===== src/rtl/serial_twos_comp_word.sv =====
// rtl/serial_twos_comp_word.sv - serial LSB-first two's-complement negate / absolute-value unit
//
// Purpose:
//   Mealy bit-serial negator (PASS until the first 1, then INV) with a
//   per-word parallel result. In that result, mode 0 negates the word and
//   mode 1 gives its absolute value.
//   Optional overflow flag: define TWO_COMP_OVF_EN to enable it.
//
// Ports:
//   clk       in   clock, rising edge
//   rst       in   synchronous active-high reset
//   in        in   serial data bit, LSB first
//   in_valid  in   in carries a valid bit this cycle
//   mode      in   0 = negate, 1 = absolute value (sampled on bit 0)
//   out       out  serial negated bit, combinational from in
//   out_valid out  equals in_valid
//   word_out  out  parallel result of the last completed word
//   word_done out  one-cycle pulse when word_out updates
//   ovf       out  most-negative-value overflow of the last word (0 if disabled)
module serial_twos_comp_word #(
  parameter int WIDTH = 8
) (
  input  logic             clk,
  input  logic             rst,
  input  logic             in,
  input  logic             in_valid,
  input  logic             mode,
  output logic             out,
  output logic             out_valid,
  output logic [WIDTH-1:0] word_out,
  output logic             word_done,
  output logic             ovf
);

  localparam int CW = (WIDTH > 2) ? $clog2(WIDTH) : 1;
  localparam logic [CW-1:0] LAST_IDX = CW'(WIDTH - 1);

  typedef enum logic {
    ST_PASS = 1'b0,
    ST_INV  = 1'b1
  } state_t;

  state_t           r_state;
  logic [CW-1:0]    r_cnt;
  logic [WIDTH-1:0] r_buf;
  logic             r_mode;
  logic [WIDTH-1:0] r_word_out;
  logic             r_word_done;

  logic             w_accept;
  logic             w_last;
  logic             w_mode;
  logic [WIDTH-1:0] w_x;
  logic [WIDTH-1:0] w_neg;
  logic             w_do_neg;
  logic [WIDTH-1:0] w_res;
  logic             w_unused_buf0;

  assign w_accept = in_valid;
  assign w_last   = (r_cnt == LAST_IDX);
  // Mode is taken live on bit 0 so the whole word sees the value latched there.
  assign w_mode   = (r_cnt == '0) ? mode : r_mode;

  // Right-shifting buffer: after the last bit, bit k sits in position k.
  // The complete word is the buffer shifted once more with the current bit on top.
  assign w_x      = {in, r_buf[WIDTH-1:1]};
  assign w_neg    = ~w_x + {{(WIDTH-1){1'b0}}, 1'b1};
  assign w_do_neg = ~w_mode | w_x[WIDTH-1];
  assign w_res    = w_do_neg ? w_neg : w_x;

  // Bit 0 of the old buffer is shifted out when the word completes, so it never reaches w_x.
  assign w_unused_buf0 = r_buf[0];

  // Mealy serial output: copy bits up to and including the first 1, invert after.
  assign out       = in_valid & (in ^ (r_state == ST_INV));
  assign out_valid = in_valid;

  assign word_out  = r_word_out;
  assign word_done = r_word_done;

  always_ff @(posedge clk) begin
    if (rst) begin
      r_state     <= ST_PASS;
      r_cnt       <= '0;
      r_buf       <= '0;
      r_mode      <= 1'b0;
      r_word_out  <= '0;
      r_word_done <= 1'b0;
    end else begin
      r_word_done <= 1'b0;
      if (w_accept) begin
        r_buf <= w_x;
        if (r_cnt == '0) begin
          r_mode <= mode;
        end
        if (w_last) begin
          // Each word is negated independently, so the FSM restarts at PASS.
          r_state     <= ST_PASS;
          r_cnt       <= '0;
          r_word_out  <= w_res;
          r_word_done <= 1'b1;
        end else begin
          r_cnt <= r_cnt + 1'b1;
          if (r_state == ST_PASS && in) begin
            r_state <= ST_INV;
          end
        end
      end
    end
  end

`ifdef TWO_COMP_OVF_EN
  localparam logic [WIDTH-1:0] MOST_NEG = {1'b1, {(WIDTH-1){1'b0}}};

  logic r_ovf;

  always_ff @(posedge clk) begin
    if (rst) begin
      r_ovf <= 1'b0;
    end else if (w_accept && w_last) begin
      r_ovf <= (w_x == MOST_NEG) && w_do_neg;
    end
  end

  assign ovf = r_ovf;
`else
  assign ovf = 1'b0;
`endif

endmodule

===== config.mk =====
export PLATFORM = sky130hd
export DESIGN_NAME = serial_twos_comp_word
export DESIGN_NICKNAME = d
export VERILOG_FILES = /design/src/rtl/serial_twos_comp_word.sv
export SDC_FILE = /design/constraint.sdc
export NUM_CORES = 1
export LEC_CHECK = 0
export ABC_AREA = 1
export BUFFER_PORTS_ARGS = -buffer_cell sky130_fd_sc_hd__buf_2
export CORE_AREA = 3 3 49 51
export CTS_CLUSTER_DIAMETER = 80
export DETAILED_ROUTE_END_ITERATION = 10
export DIE_AREA = 0 0 52 54
export GPL_ROUTABILITY_DRIVEN = 0
export HOLD_SLACK_MARGIN = 0.06
export PLACE_DENSITY = 0.75
export RECOVER_POWER = 25
export SLEW_MARGIN = 25
export SYNTH_ARGS = -nofsm -noshare
export SYNTH_HDL_FRONTEND = slang
export SYNTH_SLANG_ARGS = --single-unit

===== constraint.sdc =====
create_clock -name clk -period 1.75 [get_ports clk]
set_input_delay 0.2625 -clock clk [delete_from_list [all_inputs] [get_ports clk]]
set_output_delay 0.2625 -clock clk [all_outputs]
set_load 0.005 [all_outputs]

Word-level counts from Yosys, hierarchy flattened:

Cells that the tools add are included.

* reduce and logical (&&, ||, !) cells: 6
* bitwise gates (word level): 7
* eq/ne operators: 1
* add/sub/neg operators: 2
* muxes and demuxes: 6

Operators with widths (count)
* adder 8 x 1 -> 8 bit (second input constant): 1
* 2-to-1 mux 8 bit: 1
* inverter 8 bit: 1
* 2-to-1 mux 1 bit: 4
* AND reduction 2 bit: 2
* adder 3 x 1 -> 3 bit (second input constant): 1
* == test 3 bit (second input constant): 1
* zero test 3 bit: 1
* 2-to-1 mux 3 bit: 1
* inverter 1 bit: 3
* nonzero test 2 bit: 1
* OR reduction 2 bit: 1
* AND 1 bit: 1
* logical AND 1 bit: 1
* OR 1 bit: 1
* bitwise XOR 1 bit: 1

* output and inout port bits: 12
* logic and storage cells: 28
* register bits after elaboration: 22
* input bits: 5

Depth between registers and ports, before layout:

* word-level depth: 5
* mapped depth: 9
* mapped depth without buffers: 9

Worst setup path before layout:

OpenSTA, ideal clock, no wires.

* path kind: register to register
* start point: register r_cnt[0]
* end point: register r_cnt[1]
* setup slack: 542 ps
* clock period less this slack: 1208 ps
* setup time: 79 ps
* cell stages (with the launch flop): 8
* buffers on the path: 0
* arrival: 1128 ps
* required time: 1671 ps
* path through: dfxtp_1 ha_1 ha_1 nand2_4 inv_6 nor2_4 inv_2 a211oi_2

* cells in the longest elaborated chain, start to end: 2
* elaborated cells between the ends (all ways): 3
* classes of those cells: add/sub: 1; eq/ne: 1; mux: 1

RTL lines
* start: declaration: RTL line 44 `logic [CW-1:0] r_cnt;`
* start signal: assignment: RTL line 103 `r_cnt <= r_cnt + 1'b1;`
* == test 3 bit: RTL line 60 `assign w_last = (r_cnt == LAST_IDX);`
* net w_last: RTL line 51 `logic w_last;`
* 2-to-1 mux 3 bit: RTL line 96 `if (w_last) begin`

The timed path passes the listed nets, and every way through them passes these cells.
A chain may end at the register's enable or synchronous reset.

Worst setup path after layout:

* start point: register r_state
* end point: output out

* cells in the longest elaborated chain, start to end: 2

RTL lines
* start: declaration: RTL line 43 `state_t r_state;`
* start signal: assignment: RTL line 83 `r_state <= ST_PASS;`
* start signal: assignment: RTL line 98 `r_state <= ST_PASS;`
* start signal: assignment: RTL line 105 `r_state <= ST_INV;`
* bitwise XOR 1 bit: RTL line 75 `assign out = in_valid & (in ^ (r_state == ST_INV));`
* AND 1 bit: RTL line 75
* end: declaration: RTL line 28 `output logic out,`

Every way passes these cells.

==> impl_metrics.env <==
export IMPL_outcome="finished clean"
export IMPL_cpLargestDelayFamily="flip-flops"
export IMPL_clock_skew_ps=1.57
export IMPL_synth_top_area_cell="dfxtp_1"
export IMPL_grt_pass1_vias=841
export IMPL_worstSkewPairLatency_ps=300
export IMPL_critical_path_arrival_ps=1150
export IMPL_crit_chain="inv_1 -> ha_1 -> nor2_1 -> buf_2"
export IMPL_avgViaCountPerCell=5.04
export IMPL_area_delta_synth_final_pct=9.44
export IMPL_tns_ps=0
export IMPL_leakage_nw=0.608
export IMPL_setup_viol=0
export IMPL_critical_path_class="reg -> out"
export IMPL_synth_compound_area_frac=0.121
export IMPL_ys_ff_latch=21
export IMPL_wl_per_cell_microns=10.8
export IMPL_portBuffers=15
export IMPL_ctsResizeCount=0
export IMPL_final_hold_viol_count=0
export IMPL_io_pins=17
export IMPL_synthMostInstantiatedCell="nand2_1"
export IMPL_yosys_area_share_adder=0.0575
export IMPL_synth_top_family_by_area="simple AND/OR/NAND/NOR gates"
export IMPL_synthTopCellsByArea="dfxtp_1 39%, nand2_1 10%, nand3_1 6.4%"
export IMPL_htree_levels=1
export IMPL_muxShareOfSynthArea=0
export IMPL_root_buffer="clkbuf_4"
export IMPL_power_switching_w=0.000272
export IMPL_fin_area_sq_mm=0.00119
export IMPL_fin_crit_ps=1420
export IMPL_yosysTopAreaCellShare=0.387
export IMPL_die_area_sq_mm=0.00281
export IMPL_synth_edff_count=0
export IMPL_synth_area_sq_mm=0.00109
export IMPL_synth_xor_area_frac=0.0161
export IMPL_yosys_area_share_simple=0.298
export IMPL_cp_num_buf_inv=2
export IMPL_p_seq_frac=0.563
export IMPL_cp_start_kind="register"
export IMPL_required_ps=1490
export IMPL_firstDrtPassIters=4
export IMPL_switching_share=0.296
export IMPL_nNetsFinal=173
export IMPL_crit_slowest_cell="dfxtp_1"
export IMPL_drt_iter0_drc=11
export IMPL_cts_buffer_depth=2
export IMPL_drc_errors=0
export IMPL_grt_setup_unrepaired="false"
export IMPL_final_util=0.600
export IMPL_internal_power_w=0.000646
export IMPL_syn_num_nets=157
export IMPL_n_fill_cell=187
export IMPL_start_util=0.549
export IMPL_hp_class="in -> reg"
export IMPL_grt_pass1_wl_mm=3.46
export IMPL_crit_path_max_fanout=2
export IMPL_grt_max_degree=20
export IMPL_pwr_share_comb=0.187
export IMPL_cts_buffers=3
export IMPL_die_w_microns=52
export IMPL_ir_drop_mv=0.398
export IMPL_cpPeakStageDelay_ps=350
export IMPL_seqCellArea_sq_um=420
export IMPL_fin_crit_sh=0.810
export IMPL_core_area_sq_mm=0.00198
export IMPL_totalWireLength_mm=2.05
export IMPL_diodes=0
export IMPL_synthArstFlopShare=0
export IMPL_synth_flop_cell="dfxtp_1"
export IMPL_path_clk_slew_ps=120
export IMPL_multi_input_area_sq_um=539
export IMPL_yosysSeqAreaShare=0.387
export IMPL_rows=16
export IMPL_grtUsageTotal=0.162
export IMPL_cts_sink_count=21
export IMPL_syn_avg_cell_area_sq_um=7.40
export IMPL_layout_drive_gt1_share=0.185
export IMPL_ys_warn_count=0
export IMPL_dpl_cell_area_sq_mm=0.00116
export IMPL_final_antenna_net_count=0
export IMPL_place_ws_ps=428
export IMPL_p_clk_frac=0.250
export IMPL_synthCells=147
export IMPL_post_cts_setup_buffer_count=0
export IMPL_powerDensity_mw_per_mm2=772
export IMPL_cts_tree="done"
export IMPL_crit_path_end_kind="output pin"
export IMPL_dpl_hpwl_mm=1.61
export IMPL_max_clock_freq_mhz=706
export IMPL_grt_ovfl_total=0
export IMPL_drv_slew=0
export IMPL_drv_cap=0
export IMPL_die_y_microns=54
export IMPL_cts_hold_fix_buffers=0
export IMPL_ys_types=22
export IMPL_vias=952
export IMPL_antenna_found_initial=0
export IMPL_yosys_top_cells_count="29 x nand2_1, 21 x dfxtp_1, 18 x inv_1"
export IMPL_fin_ws_ps=333
## worst paths after layout
check | to | slack [ps] | cells after the start | from
worst max-delay path | out | 330 | 4 | r_state
worst min-delay path | word_out[7] | 300 | 4 | in
worst max register to register | r_cnt[1] | 410 | 7 | r_cnt[0]
worst min register to register | word_out[7] | 460 | 2 | word_out[7]
## worst register-to-register path, cell delays in order, from the launching register on
cell,delay [ps]
dfxtp_1,350
ha_1,200
ha_1,200
nand2_4,90
inv_6,50
nor2_4,160
inv_2,70
a211oi_2,140
## placed cells by master (no fill, tap or decap), types with 2 or more instances in the layout
cell	instances
nand3_1	14
a21oi_1	11
clkbuf_4	3
dfxtp_1	21
inv_2	2
nand2_4	2
nor2_1	14
inv_1	19
buf_2	15
o21ai_0	11
nand2_1	29
ha_1	5
nand4_1	5
xnor2_1	2
## state kept, by name (all words and copies together) (netlist names)
| name | cells |
|---|---|
| r_buf | 7 |
| word_out | 8 |
| r_mode | 1 |
| word_done | 1 |
| r_cnt | 3 |
| r_state | 1 |
## metrics by stage
stage | std cells | total power (W) | hold WS, ps
after floorplan | 147 | 0.000665 | 411
after global placement | 185 | 0.000695 | 438
after detailed placement | 185 | 0.000699 | 439
after CTS | 189 | 0.000928 | 301
after global routing | 189 | 0.000979 | 337
final | 189 | 0.000919 | 302
## layout make-up
cell class | count | area share
Sequential cell | 21 | 0.353
Clock inverter | 1 | 0.00421
Timing Repair Buffer | 15 | 0.0631
Multi-Input combinational cell | 99 | 0.453
Clock buffer | 3 | 0.0189
Inverter | 23 | 0.0789
Tap cell | 27 | 0.0284
## power by group through the flow
stage	registers, W	logic (W)	clock network (W)
finish	0.000517	0.000172	0.000230
global route	0.000520	0.000200	0.000260
CTS	0.000517	0.000173	0.000239
detailed placement	0.000528	0.000172	0
global placement	0.000526	0.000168	0
floorplan	0.000523	0.000142	0
## cells by family after synthesis
family                     count (synthesis)
and+or+nand+nor                           67
buffers and inverters                     27
xor gates and xnor gates                   2
DFF                                       21
AOI/OAI and AO/OA                         24
adders and majority gates                  5
other                                      1
## routing by layer
metal / track usage / up-vias / share of wire
li1: - / 502 / -
met1: 0.203 / 427 / 0.47
met2: 0.278 / 21 / 0.47
met3: 0.0249 / 2 / 0.046
met4: 0.0655 / 0 / 0.0064
met5: 0 / - / 0
No activity file was read; power rests on OpenSTA's default activity.
